$ cat src/rtl/color_classifier.sv
// Per-frame RGB332 colour classifier: counts red/green/blue pixels and picks the dominant one.
// Define COLOR_CLASSIFIER_WINDOW_EN to count only the central 80x60 window.
module color_classifier #(
  parameter int AW      = 15,
  parameter int NPIX    = 19200,
  parameter int HRES    = 160,
  parameter int MIN_CNT = 1000
) (
  input  logic          pclk,
  input  logic          rst,
  input  logic          vsync,
  input  logic          px_wr,
  input  logic [7:0]    mem_px_data,
  input  logic [AW-1:0] mem_px_addr,
  output logic [AW-1:0] red_cnt,
  output logic [AW-1:0] green_cnt,
  output logic [AW-1:0] blue_cnt,
  output logic [1:0]    color,
  output logic          done
);

  localparam int XW = (HRES > 1) ? $clog2(HRES) : 1;
  localparam logic [AW-1:0] NPIX_W = AW'(NPIX);
  localparam logic [AW-1:0] MIN_W  = AW'(MIN_CNT);
  localparam logic [XW-1:0] XLAST  = XW'(HRES - 1);

  typedef enum logic [1:0] {
    S_IDLE,
    S_ACCUM,
    S_DECIDE,
    S_HOLD
  } state_t;

  state_t        r_state, w_next;
  logic          r_vsync;
  logic          r_armed;
  logic [AW-1:0] r_pcnt;
  logic [AW-1:0] r_racc, r_gacc, r_bacc;
  logic [XW-1:0] r_x;
  logic [AW-1:0] r_y;

  logic          w_vs_fall, w_vs_rise;
  logic          w_pix, w_last, w_elig;
  logic [AW-1:0] w_pcnt_nx;
  logic [2:0]    w_r, w_g;
  logic [1:0]    w_b;
  logic          w_is_red, w_is_green, w_is_blue;
  logic [1:0]    w_color;
  logic          w_unused;

  // A fall only counts once vsync has been seen high after reset,
  // so a frame already running at reset release is skipped.
  assign w_vs_fall = r_armed & r_vsync & ~vsync;
  assign w_vs_rise = ~r_vsync & vsync;

  assign w_pix     = (r_state == S_ACCUM) & px_wr;
  assign w_pcnt_nx = r_pcnt + AW'(1);
  assign w_last    = w_pix & (w_pcnt_nx == NPIX_W);

  assign w_r = mem_px_data[7:5];
  assign w_g = mem_px_data[4:2];
  assign w_b = mem_px_data[1:0];

  assign w_is_red   = (w_r >= 3'd5) & (w_g <= 3'd3) & (w_b <= 2'd1);
  assign w_is_green = (w_g >= 3'd5) & (w_r <= 3'd3) & (w_b <= 2'd1);
  assign w_is_blue  = (w_b >= 2'd2) & (w_r <= 3'd3) & (w_g <= 3'd3);

`ifdef COLOR_CLASSIFIER_WINDOW_EN
  assign w_elig = (r_x >= XW'(40)) & (r_x <= XW'(119)) &
                  (r_y >= AW'(30)) & (r_y <= AW'(89));
`else
  assign w_elig = 1'b1;
`endif

  assign w_unused = ^mem_px_addr;

  function automatic logic [AW-1:0] sat_inc(input logic [AW-1:0] v);
    return (v == NPIX_W) ? v : v + AW'(1);
  endfunction

  always_comb begin
    w_next = r_state;
    unique case (r_state)
      S_IDLE:   if (w_vs_fall) w_next = S_ACCUM;
      S_ACCUM:  if (w_vs_rise | w_last) w_next = S_DECIDE;
      S_DECIDE: w_next = S_HOLD;
      S_HOLD:   if (vsync) w_next = S_IDLE;
      default:  w_next = S_IDLE;
    endcase
  end

  // Strictly largest count wins; any tie for the top leaves colour at 0.
  always_comb begin
    w_color = 2'd0;
    if ((r_racc > r_gacc) && (r_racc > r_bacc) && (r_racc >= MIN_W))
      w_color = 2'd1;
    else if ((r_gacc > r_racc) && (r_gacc > r_bacc) && (r_gacc >= MIN_W))
      w_color = 2'd2;
    else if ((r_bacc > r_racc) && (r_bacc > r_gacc) && (r_bacc >= MIN_W))
      w_color = 2'd3;
  end

  always_ff @(posedge pclk) begin
    if (rst) begin
      r_state <= S_IDLE;
      r_vsync <= 1'b1;
      r_armed <= 1'b0;
    end else begin
      r_state <= w_next;
      r_vsync <= vsync;
      r_armed <= r_armed | vsync;
    end
  end

  always_ff @(posedge pclk) begin
    if (rst) begin
      r_pcnt    <= '0;
      r_racc    <= '0;
      r_gacc    <= '0;
      r_bacc    <= '0;
      r_x       <= '0;
      r_y       <= '0;
      red_cnt   <= '0;
      green_cnt <= '0;
      blue_cnt  <= '0;
      color     <= 2'd0;
      done      <= 1'b0;
    end else begin
      done <= 1'b0;
      if (r_state == S_IDLE) begin
        r_pcnt <= '0;
        r_racc <= '0;
        r_gacc <= '0;
        r_bacc <= '0;
        r_x    <= '0;
        r_y    <= '0;
      end else if (w_pix) begin
        r_pcnt <= w_pcnt_nx;
        if (r_x == XLAST) begin
          r_x <= '0;
          r_y <= r_y + AW'(1);
        end else begin
          r_x <= r_x + XW'(1);
        end
        if (w_elig & w_is_red)   r_racc <= sat_inc(r_racc);
        if (w_elig & w_is_green) r_gacc <= sat_inc(r_gacc);
        if (w_elig & w_is_blue)  r_bacc <= sat_inc(r_bacc);
      end
      if (r_state == S_DECIDE) begin
        red_cnt   <= r_racc;
        green_cnt <= r_gacc;
        blue_cnt  <= r_bacc;
        color     <= w_color;
        done      <= 1'b1;
      end
    end
  end

endmodule

$ cat config.mk
export PLATFORM = sky130hd
export DESIGN_NAME = color_classifier
export DESIGN_NICKNAME = d
export VERILOG_FILES = /design/src/rtl/color_classifier.sv
export SDC_FILE = /design/constraint.sdc
export NUM_CORES = 1
export LEC_CHECK = 0
export ABC_CLOCK_PERIOD_IN_PS = 2800
export BUFFER_PORTS_ARGS = -buffer_cell sky130_fd_sc_hd__buf_2
export CAP_MARGIN = 20
export CORE_ASPECT_RATIO = 1.5
export CORE_MARGIN = 10
export CORE_UTILIZATION = 40
export DETAILED_ROUTE_END_ITERATION = 7
export GPL_ROUTABILITY_DRIVEN = 0
export PLACE_DENSITY_LB_ADDON = 0.05
export SETUP_SLACK_MARGIN = 0.1
export SYNTH_ARGS = -nofsm -noshare
export SYNTH_HDL_FRONTEND = slang
export SYNTH_SLANG_ARGS = --single-unit
$ cat constraint.sdc
create_clock -name pclk -period 2.8 [get_ports pclk]
set_input_delay 0.42 -clock pclk [delete_from_list [all_inputs] [get_ports pclk]]
set_output_delay 0.42 -clock pclk [all_outputs]
set_load 0.02 [all_outputs]
# --- Word-level counts from Yosys, hierarchy flattened ---
# Cells that the tools add are included.
word_totals:
  regBits: 112
  inputBits: 27
  word_cells: 79
op_classes:
  n_addsub: 4
  n_lt_le_gt_ge: 15
  n_eq_ne: 10
  mux: 8
  n_bitwise: 18
  reduce_logical: 12
ops:
  columns: ["cell", "count"]
  rows:
  - ["> comparator 15 bit", 6]
  - ["adder 15 x 1 -> 15 bit (second input constant)", 4]
  - ["equality test 15 bit (second input constant)", 4]
  - [">= comparator 15 x 10 -> 1 bit (second input constant)", 3]
  - ["two-way mux 2 bit", 6]
  - ["AND reduction 3 bit", 4]
  - ["bitwise AND 1 bit", 11]
  - ["one-hot mux 2 bit (4 select lines)", 1]
  - [">= comparator 3 bit (second input constant)", 2]
  - ["less-or-equal comparator 3 x 2 -> 1 bit (second input constant)", 2]
  - ["logical AND 1 bit", 6]
  - ["inverter 1 bit", 5]
  - ["equality test 2 bit (second input constant)", 2]
  - ["!= test 2 bit (second input constant)", 2]
  - ["equality test 2 x 1 -> 1 bit (second input constant)", 1]
  - [">= comparator 2 bit (second input constant)", 1]
  - ["less-or-equal comparator 2 x 1 -> 1 bit (second input constant)", 1]
  - ["zero test 2 bit", 1]
  - ["!= test 2 x 1 -> 1 bit (second input constant)", 1]
  - ["OR 1 bit", 2]
  - ["OR reduction 2 bit", 1]
  - ["two-way mux 1 bit", 1]

# --- Depth between registers and ports, before layout ---
# Gate-level depths: netlist of run 1.
logic_depth:
  depth_word: 6
  depth_mapped: 10

# --- Worst setup path after synthesis of run 1 ---
# Ideal clock, no wire load.
synth_path:
  path_type: "flip-flop to flip-flop"
  startpoint: "register r_state[1]"
  endpoint: "register r_bacc[12]"
  setup_ns: 0.070
  arrival_time_ns: 2.268
  path_slack_ns: 0.462
  stages_incl_launch_ff: 9
  synth_period_minus_slack_ns: 2.338
  cell_sequence: "dfxtp_1 -> inv_1 -> ha_1 -> nand2_1 -> or4b_4 -> or4b_1 -> buf_2 -> or3_1 -> a21oi_1"
synth_via:
  elab_chain_len: 3
synth_rtl:
  columns: ["element", "line", "text"]
  rows:
  - ["from (decl)", "34", "state_t r_state, w_next;"]
  - ["from (signal assigned)", "109", "r_state <= w_next;"]
  - ["equality test 2 x 1 -> 1 bit", "56", "assign w_pix = (r_state == S_ACCUM) & px_wr;"]
  - ["bitwise AND 1 bit", "56", null]
  - ["AND reduction 3 bit (no line)", null, null]
  - ["to (signal assigned)", "147", "if (w_elig & w_is_blue) r_bacc <= sat_inc(r_bacc);"]
  - ["to (decl)", "38", "logic [AW-1:0] r_racc, r_gacc, r_bacc;"]
# Several ways; a longest one is shown, not always the timed one.
# A chain may end at the register's enable or synchronous reset.

# --- Final worst setup path of run 1 ---
# Ends and elaborated chain as after synthesis.

==> results of run 1 <==
==> state kept, by name (all words and copies together) (netlist names) <==
name       count
r_racc        15
done           1
r_vsync        1
r_bacc        15
r_armed        1
r_pcnt        15
green_cnt     15
blue_cnt      15
red_cnt       15
color          2
r_gacc        15
r_state        2
==> per-stage QoR <==
stage                     setup slack, ps  cells  power [uW]
after floorplan                     462.1    685        2065
after global placement              297.1    928        2180
after detailed placement            234.5    928        2196
after CTS                           213.4    943        3674
after global routing                129.2    943        3781
final                               289.1    943        3627
==> routing by layer <==
layer  wire length (um)  part of all wire (%)  global-route usage (%)  vias to the layer above
met5                  0                     0                       0                        -
met4                327                   2.1                   6.526                        0
met3                485                   3.2                   2.464                       19
met2               7724                    51                   27.59                       63
met1               6680                    44                   17.70                     2353
li1                   -                     -                       -                     2511
==> cell type report <==
cell class	count	area, sq um
Sequential cell	112	2242
Clock buffer	9	225.2
Tap cell	196	245.2
Inverter	39	146.4
Clock inverter	6	117.6
Timing Repair Buffer	71	400.4
Fill cell	1497	7740
Multi-Input combinational cell	510	3477
==> cells in the final DEF, fill, tap and decap left out, types with 2 or more instances in the layout <==
cell	n
xnor2_1	31
nand3b_1	6
nor4b_1	2
nor3b_1	3
a211oi_1	6
nor2b_1	2
o2111ai_1	2
nor2_1	115
nand4_1	33
nand2_1	38
nor3_1	17
or4b_4	2
buf_4	12
or2_2	4
o31ai_1	4
dfxtp_1	112
nand3_1	17
and2_1	4
xor2_1	18
nand2b_1	4
clkbuf_16	9
ha_1	55
nor4_1	8
mux2i_1	50
a21oi_1	30
and4_1	3
buf_2	58
nor4bb_1	3
and3_1	7
o21ai_0	16
bufinv_16	3
o22ai_1	2
or3_1	12
inv_1	39
==> path summary, 6_finish.rpt <==
path	start	end	depth (start not counted)	slack, ps
max	r_state[1]	r_bacc[12]	7	290
min	vsync	r_vsync	2	310
max reg2reg	r_state[1]	r_bacc[12]	7	290
min reg2reg	r_armed	r_armed	2	480
==> critical path: cells and delay by family, from the launching register on <==
| kind | cells | cell delay (ps) |
|---|---|---|
| flip-flops | 1 | 330 |
| AND/OR/NAND/NOR | 4 | 1630 |
| adder cells (fa/ha/maj) | 1 | 220 |
| buffers and inverters | 1 | 100 |
| AO/OA/AOI/OAI | 1 | 160 |
==> power breakdown <==
part	switching (uW)	internal [uW]	total, uW	leakage, uW
registers	17.3	1610	1630	0.000903
logic	321	196	517	0.00159
clock network	603	877	1480	0.000164
total	941	2690	3630	0.00266
==> cells by family after synthesis <==
| family | synth area share [%] |
|---|---|
| AOI/OAI and AO/OA | 7.196 |
| xor gates and xnor gates | 7.195 |
| adders and majority gates | 11.75 |
| buffers and inverters | 4.216 |
| DFF | 37.59 |
| muxes | 8.391 |
| and+or+nand+nor | 23.66 |
==> results.txt, run 1 <==
minimum clock period: 2511 ps
pwr/cell area: 529.2 nW/um^2
total global routing overflow: 0
Area growth syn-to-layout: 14.91%
Worst Hold Class: input port to register
setup violators final: 0
Post-CTS Setup Repair Bufs: 0
Die Y: 169.6 um
most numerous cell in the Yosys netlist: nor2_1
Post-synth EDFFs: 0
First-pass DRT Iterations: 6
Tcrit/Tclk final: 89.68%
final hold violation count: 0
vias in the first global route: 5,066
Crit path required time: 3090 ps
DRT iter0 DRCs: 202
clk_skew: 6.548 ps
Via Count: 4,946
Synthesized Nets: 768
actual slew at the worst max-slew pin: 577.2 ps
Clock Tree Buf Depth: 2
Port Buffer Count: 58
Slew Limit Fails: 0
DRC Markers: 0
CORE AREA: 14,590 sq um
DP HPWL: 11,580 um
worst hold margin: 309.1 ps
Seq/Total Area, Yosys: 37.59%
WP data arrival: 2800 ps
Routed WL: 15,220 um
layout cells sized above 1: 12.85%
I/O pins: 75
H-tree Lvls: 3
max cap viols: 0
Crit Path Max Fanout: 7
most used cell along the critical path: or4b_4
clock sinks: 112
Vias/cell: 5.245
cts hold-fix bufs: 0
Core Util, Final: 46.97%
Primary FF master, synth: dfxtp_1
Starting Density: 40.87%
post-synthesis instance total: 685
DIE WIDTH: 119.7 um
critical-path cell list: inv_1 > ha_1 > nand2_1 > or4b_4 > or4b_4 > or3_1 > a21oi_1
nets: 826
max-slew headroom at the worst pin: 61.52%
CTS tree: done
first-pass GRT wire length: 25,500 um
largest cells by area after synthesis: dfxtp_1, ha_1, mux2i_1
DR WL/cell: 16.14 um
max incr delay on CP: 590 ps
Crit-path slowest cell: or4b_4
CTS Buf Count: 9
fraction of registers with async set/reset: 0%
RSZ-0062 raised after global routing: no
antenna cell count: 0
Syn Std Cell Area: 5964 sq um
TNS Setup: 0 ps
post-route ant nets: 0
clock transition at the registers of the reported paths: 70 ps
Netlist cell types: 51
clk_lat worst skew: 360 ps
area leader, netlist: dfxtp_1
CTS resizes: 0
pin count of the biggest net entering global routing: 53
most frequent cells after synthesis: nor2_1, dfxtp_1, ha_1
critical path type: register to register
Synth top area share: 37.59%
die area: 20,300 sq um
root buffer cell: clkbuf_16
startpoint types: register
antenna violations before repair: 0
placement-stage cell area: 6507 sq um
#FFs+latches synth: 112
outcome: completed
design area: 6854 sq um
leakage: 0.002655 uW
peak supply drop: 0.3216 mV
Avg Inst Size Synth: 8.707 sq um
fmax: 0.3983 GHz
critical path endpoint category: register
yosys warns: 0
GRT Overall Usage: 15.43%
Std-Cell Rows: 54
Power figures use the tool's default switching activity.
==> run 2: changes to the inputs <==
--- a/config.mk
+++ b/config.mk
@@ -9,7 +9,6 @@
 export BUFFER_PORTS_ARGS = -buffer_cell sky130_fd_sc_hd__buf_2
 export CAP_MARGIN = 20
 export CORE_ASPECT_RATIO = 1.5
-export CORE_MARGIN = 10
 export CORE_UTILIZATION = 40
 export DETAILED_ROUTE_END_ITERATION = 7
 export GPL_ROUTABILITY_DRIVEN = 0
==> results.txt, run 2 (synthesis results as in run 1) <==
CTS Buf Count: 9
pwr/cell area: 512.3 nW/um^2
DP HPWL: 11,180 um
actual slew at the worst max-slew pin: 583.9 ps
Clk pwr share: 38.4%
startpoint types: register
Crit path required time: 3080 ps
minimum clock period: 2505 ps
RSZ-0062 raised after global routing: no
pin count of the biggest net entering global routing: 32
root buffer cell: clkbuf_16
antenna violations before repair: 0
fmax: 0.3991 GHz
I/O pins: 75
Int Pwr: 2591 uW
DR WL/cell: 15.36 um
max cap viols: 0
Std-Cell Rows: 54
clk_lat worst skew: 350 ps
Slew Limit Fails: 0
Placed Instances: 927
Port Buffer Count: 58
peak supply drop: 0.2656 mV
H-tree Lvls: 3
vias in the first global route: 4,865
Crit Path Max Fanout: 7
non-filler instance count after layout: 942
most common library cell in the layout ignoring fill and taps: nor2_1
worst r2r src: r_state[1]
clk_skew: 5.178 ps
Die Y: 151.6 um
TNS Setup: 0 ps
clock sinks: 112
switch share: 25.70%
Critical Path Start: r_state[1]
WP data arrival: 2790 ps
final hold violation count: 0
DRC Markers: 0
P_sw: 896.1 uW
outcome: completed
CORE AREA: 14,530 sq um
Starting Density: 41.06%
Post-CTS Setup Repair Bufs: 0
Area growth syn-to-layout: 14.12%
nets: 825
critical path endpoint category: register
Vias/cell: 5.300
CTS tree: done
critical path type: register to register
Tcrit/Tclk final: 89.48%
layout cells sized above 1: 12.47%
Clock Tree Buf Depth: 2
first-pass GRT wire length: 23,710 um
commonest non-fill, non-tap cells in the layout: nor2_1, dfxtp_1, buf_2, ha_1, mux2i_1
Via Count: 4,993
leakage: 0.002635 uW
clock transition at the registers of the reported paths: 70 ps
max-slew headroom at the worst pin: 60.72%
total global routing overflow: 0
Worst Hold Class: input port to register
die area: 15,410 sq um
Routed WL: 14,470 um
part of the power in registers: 46.7%
DIE WIDTH: 101.7 um
Comb power frac: 14.8%
antenna cell count: 0
Hold Startpoint: vsync
First-pass DRT Iterations: 4
GRT Overall Usage: 20.00%
setup violators final: 0
post-route ant nets: 0
DRT iter0 DRCs: 187
[run 2: changes by cell type in the layout (fill, tap and decap cells not counted)]
cell	previous run	this run
clkbuf_1	0	2
clkinv_2	0	2
buf_4	12	11
bufinv_16	3	2
clkinv_4	1	0
clkinvlp_4	1	0
inv_8	1	0
[run 2: layout make-up]
cell class                      instances  area (sq um)
Sequential cell                       112          2242
Tap cell                              196         245.2
Inverter                               39         146.4
Clock buffer                           11         232.7
Fill cell                            1432          7720
Multi-Input combinational cell        510          3477
Timing Repair Buffer                   70         392.9
Clock inverter                          4         70.07
[run 2: final timing paths]
check / slack [ps] / cells after the start / endpoint
setup / recovery: 290 / 7 / r_bacc[14]
hold / removal: 330 / 2 / r_vsync
setup reg to reg: 290 / 7 / r_bacc[14]
hold reg to reg: 470 / 2 / r_armed
[run 2: layer usage]
metal | wire [um] | share of wire, % | track usage (%)
met1 | 6210 | 43 | 22.75
met2 | 7390 | 51 | 35.95
met3 | 479 | 3.3 | 3.073
met4 | 386 | 2.7 | 9.710
met5 | 0 | 0 | 0
[run 2: critical path: stages, from the launching register on]
cell and delay (ps):
dfxtp_1 340, inv_1 110, ha_1 240, nand2_1 90, or4b_4 570, or4b_4 590, or3_1 360, a21oi_1 140
[run 2: power by group through the flow]
stage	Combinational, uW	Clock [uW]	Sequential (uW)
final	517	1340	1630
after floorplan	395	0	1670
after CTS	526	1390	1630
after global placement	514	0	1670
after global routing	567	1440	1630
after detailed placement	523	0	1670
[run 2: what timing repair did]
action,CTS,global route
resized for setup,0,1
setup endpoints to repair,0,2
hold buffers,0,0
[run 2: stage by stage]
stage / worst slack, ps / hold WS [ps] / instance area (sq um) / power (uW) / utilization [%]
floorplan: 462.1 / 434.1 / 5964 / 2065 / -
global placement: 291.1 / 450.6 / 6500 / 2179 / 44.75
detailed placement: 240.8 / 458.9 / 6500 / 2189 / 44.75
CTS: 217.5 / 313.7 / 6803 / 3543 / 46.83
global route: 165.7 / 340.4 / 6807 / 3643 / 46.86
finish: 294.6 / 325.1 / 6807 / 3487 / 46.86
==> run 3: changes to the inputs <==
--- a/config.mk
+++ b/config.mk
@@ -8,10 +8,11 @@
 export ABC_CLOCK_PERIOD_IN_PS = 2800
 export BUFFER_PORTS_ARGS = -buffer_cell sky130_fd_sc_hd__buf_2
 export CAP_MARGIN = 20
-export CORE_ASPECT_RATIO = 1.5
+export CORE_ASPECT_RATIO = 1.2
 export CORE_UTILIZATION = 40
 export DETAILED_ROUTE_END_ITERATION = 7
 export GPL_ROUTABILITY_DRIVEN = 0
+export MAX_ROUTING_LAYER = met4
 export PLACE_DENSITY_LB_ADDON = 0.05
 export SETUP_SLACK_MARGIN = 0.1
 export SYNTH_ARGS = -nofsm -noshare
==> results.txt, run 3 (synthesis results as in run 1) <==
Max Used Layer: met4
pin count of the biggest net entering global routing: 53
most common library cell in the layout ignoring fill and taps: nor2_1
cts hold-fix bufs: 0
max cap viols: 0
Setup WS post-layout: 340.2 ps
Met1 Wirelength: 6601 um
root buffer cell: clkbuf_16
reg-to-reg setup timing slack: 340 ps
startpoint types: register
Slew Limit Fails: 0
actual slew at the worst max-slew pin: 710.8 ps
worst hold margin: 312.0 ps
critical-path cell list: inv_1 > ha_1 > nand2_1 > or4b_4 > or4b_4 > or3_1 > a21oi_1
outcome: completed
H-tree Lvls: 3
Die Y: 135.8 um
critical path type: register to register
post-route ant nets: 0
minimum clock period: 2460 ps
Worst Hold Class: input port to register
most used cell along the critical path: or4b_4
DRC Markers: 0
Clk pwr share: 39.1%
setup violators final: 0
part of the power in registers: 46.4%
clock sinks: 112
DR WL/cell: 15.38 um
Vias/cell: 5.252
peak supply drop: 0.3561 mV
CTS tree: done
Clock Tree Buf Depth: 2
pre-CTS setup slack: 285.1 ps
clk_lat worst skew: 370 ps
Via Count: 4,963
design area: 6808 sq um
DIE WIDTH: 113.5 um
Crit path required time: 3090 ps
WP data arrival: 2750 ps
fmax: 0.4065 GHz
die area: 15,410 sq um
Crit Path Max Fanout: 7
max incr delay on CP: 580 ps
antenna violations before repair: 0
TNS Setup: 0 ps
Met3 Wirelength: 378 um
critical path endpoint category: register
leakage: 0.002625 uW
Int Pwr: 2591 uW
P_sw: 922.2 uW
DP HPWL: 10,870 um
DRT iter0 DRCs: 230
Std-Cell Rows: 48
first-pass GRT wire length: 24,400 um
Crit-path slowest cell: or4b_4
I/O pins: 75
total global routing overflow: 0
vias in the first global route: 4,869
Port Buffer Count: 58
nets: 823
Tcrit/Tclk final: 87.85%
clock transition at the registers of the reported paths: 70 ps
max-slew headroom at the worst pin: 52.61%
layout cells sized above 1: 12.35%
GRT Overall Usage: 20.95%
switch share: 26.25%
First-pass DRT Iterations: 4
Comb power frac: 14.5%
Starting Density: 41.21%
antenna cell count: 0
placement-stage cell area: 6490 sq um
met2 WL: 7149 um
final hold violation count: 0
CORE AREA: 14,470 sq um
Routed WL: 14,530 um
RSZ-0062 raised after global routing: no
clk_skew: 9.989 ps
CTS Buf Count: 9
commonest non-fill, non-tap cells in the layout: nor2_1, dfxtp_1, buf_2, ha_1, mux2i_1
Area growth syn-to-layout: 14.14%
pwr/cell area: 516.1 nW/um^2
==> run 3: cell types whose count changed in the layout (fill, tap and decap cells not counted) <==
cell / previous run / this run
clkinvlp_4: 0 / 1
clkinv_4: 0 / 1
clkinv_2: 2 / 1
buf_4: 11 / 9
==> run 3: critical path: cells and delay by family, from the launching register on <==
kind,cells,cell delay (ps)
AND/OR/NAND/NOR,4,1590
flip-flops,1,330
adder cells (fa/ha/maj),1,220
AO/OA/AOI/OAI,1,140
buffers and inverters,1,100
==> run 3: power groups by stage <==
stage               registers (uW)  logic (uW)  clock network (uW)
finish                        1630         510                1370
CTS                           1630         520                1430
global placement              1660         505                   0
global route                  1630         556                1480
floorplan                     1670         395                   0
detailed placement            1670         520                   0
==> run 3: repair_timing <==
| item | 4_1_cts | 5_1_grt |
|---|---|---|
| setup endpoints to repair | 0 | 1 |
| endpoints found under the hold margin | 0 | 0 |
| setup buffers | 0 | 0 |
| resized for setup | 0 | 1 |
==> run 3: final timing paths <==
path	depth (start not counted)	start	endpoint
hold reg to reg	2	r_armed	r_armed
hold / removal	2	vsync	r_vsync
setup reg to reg	7	r_state[1]	r_bacc[14]
setup / recovery	7	r_state[1]	r_bacc[14]
==> run 3: metal layers <==
layer	vias to the layer above	global-route usage, %
met5	-	-
met4	0	10.60
met3	29	2.864
met2	79	35.60
met1	2350	24.09
li1	2505	-
==> run 3: stage by stage <==
stage / power (uW) / std cells / util, %
final: 3513 / 945 / 47.03
after global routing: 3668 / 945 / 47.03
after CTS: 3574 / 945 / 47.01
after detailed placement: 2186 / 929 / 44.84
after global placement: 2170 / 929 / 44.84
after floorplan: 2065 / 685 / -
==> run 3: area by class of cell <==
cell class              instances  area, sq um
clock inverters                 5        81.33
well taps                     200        250.2
clock buffers                  11        232.7
fillers                      1479         7666
multi-input cells             510         3477
inverters                      39        146.4
repair buffers                 68        377.9
flip-flops and latches        112         2242
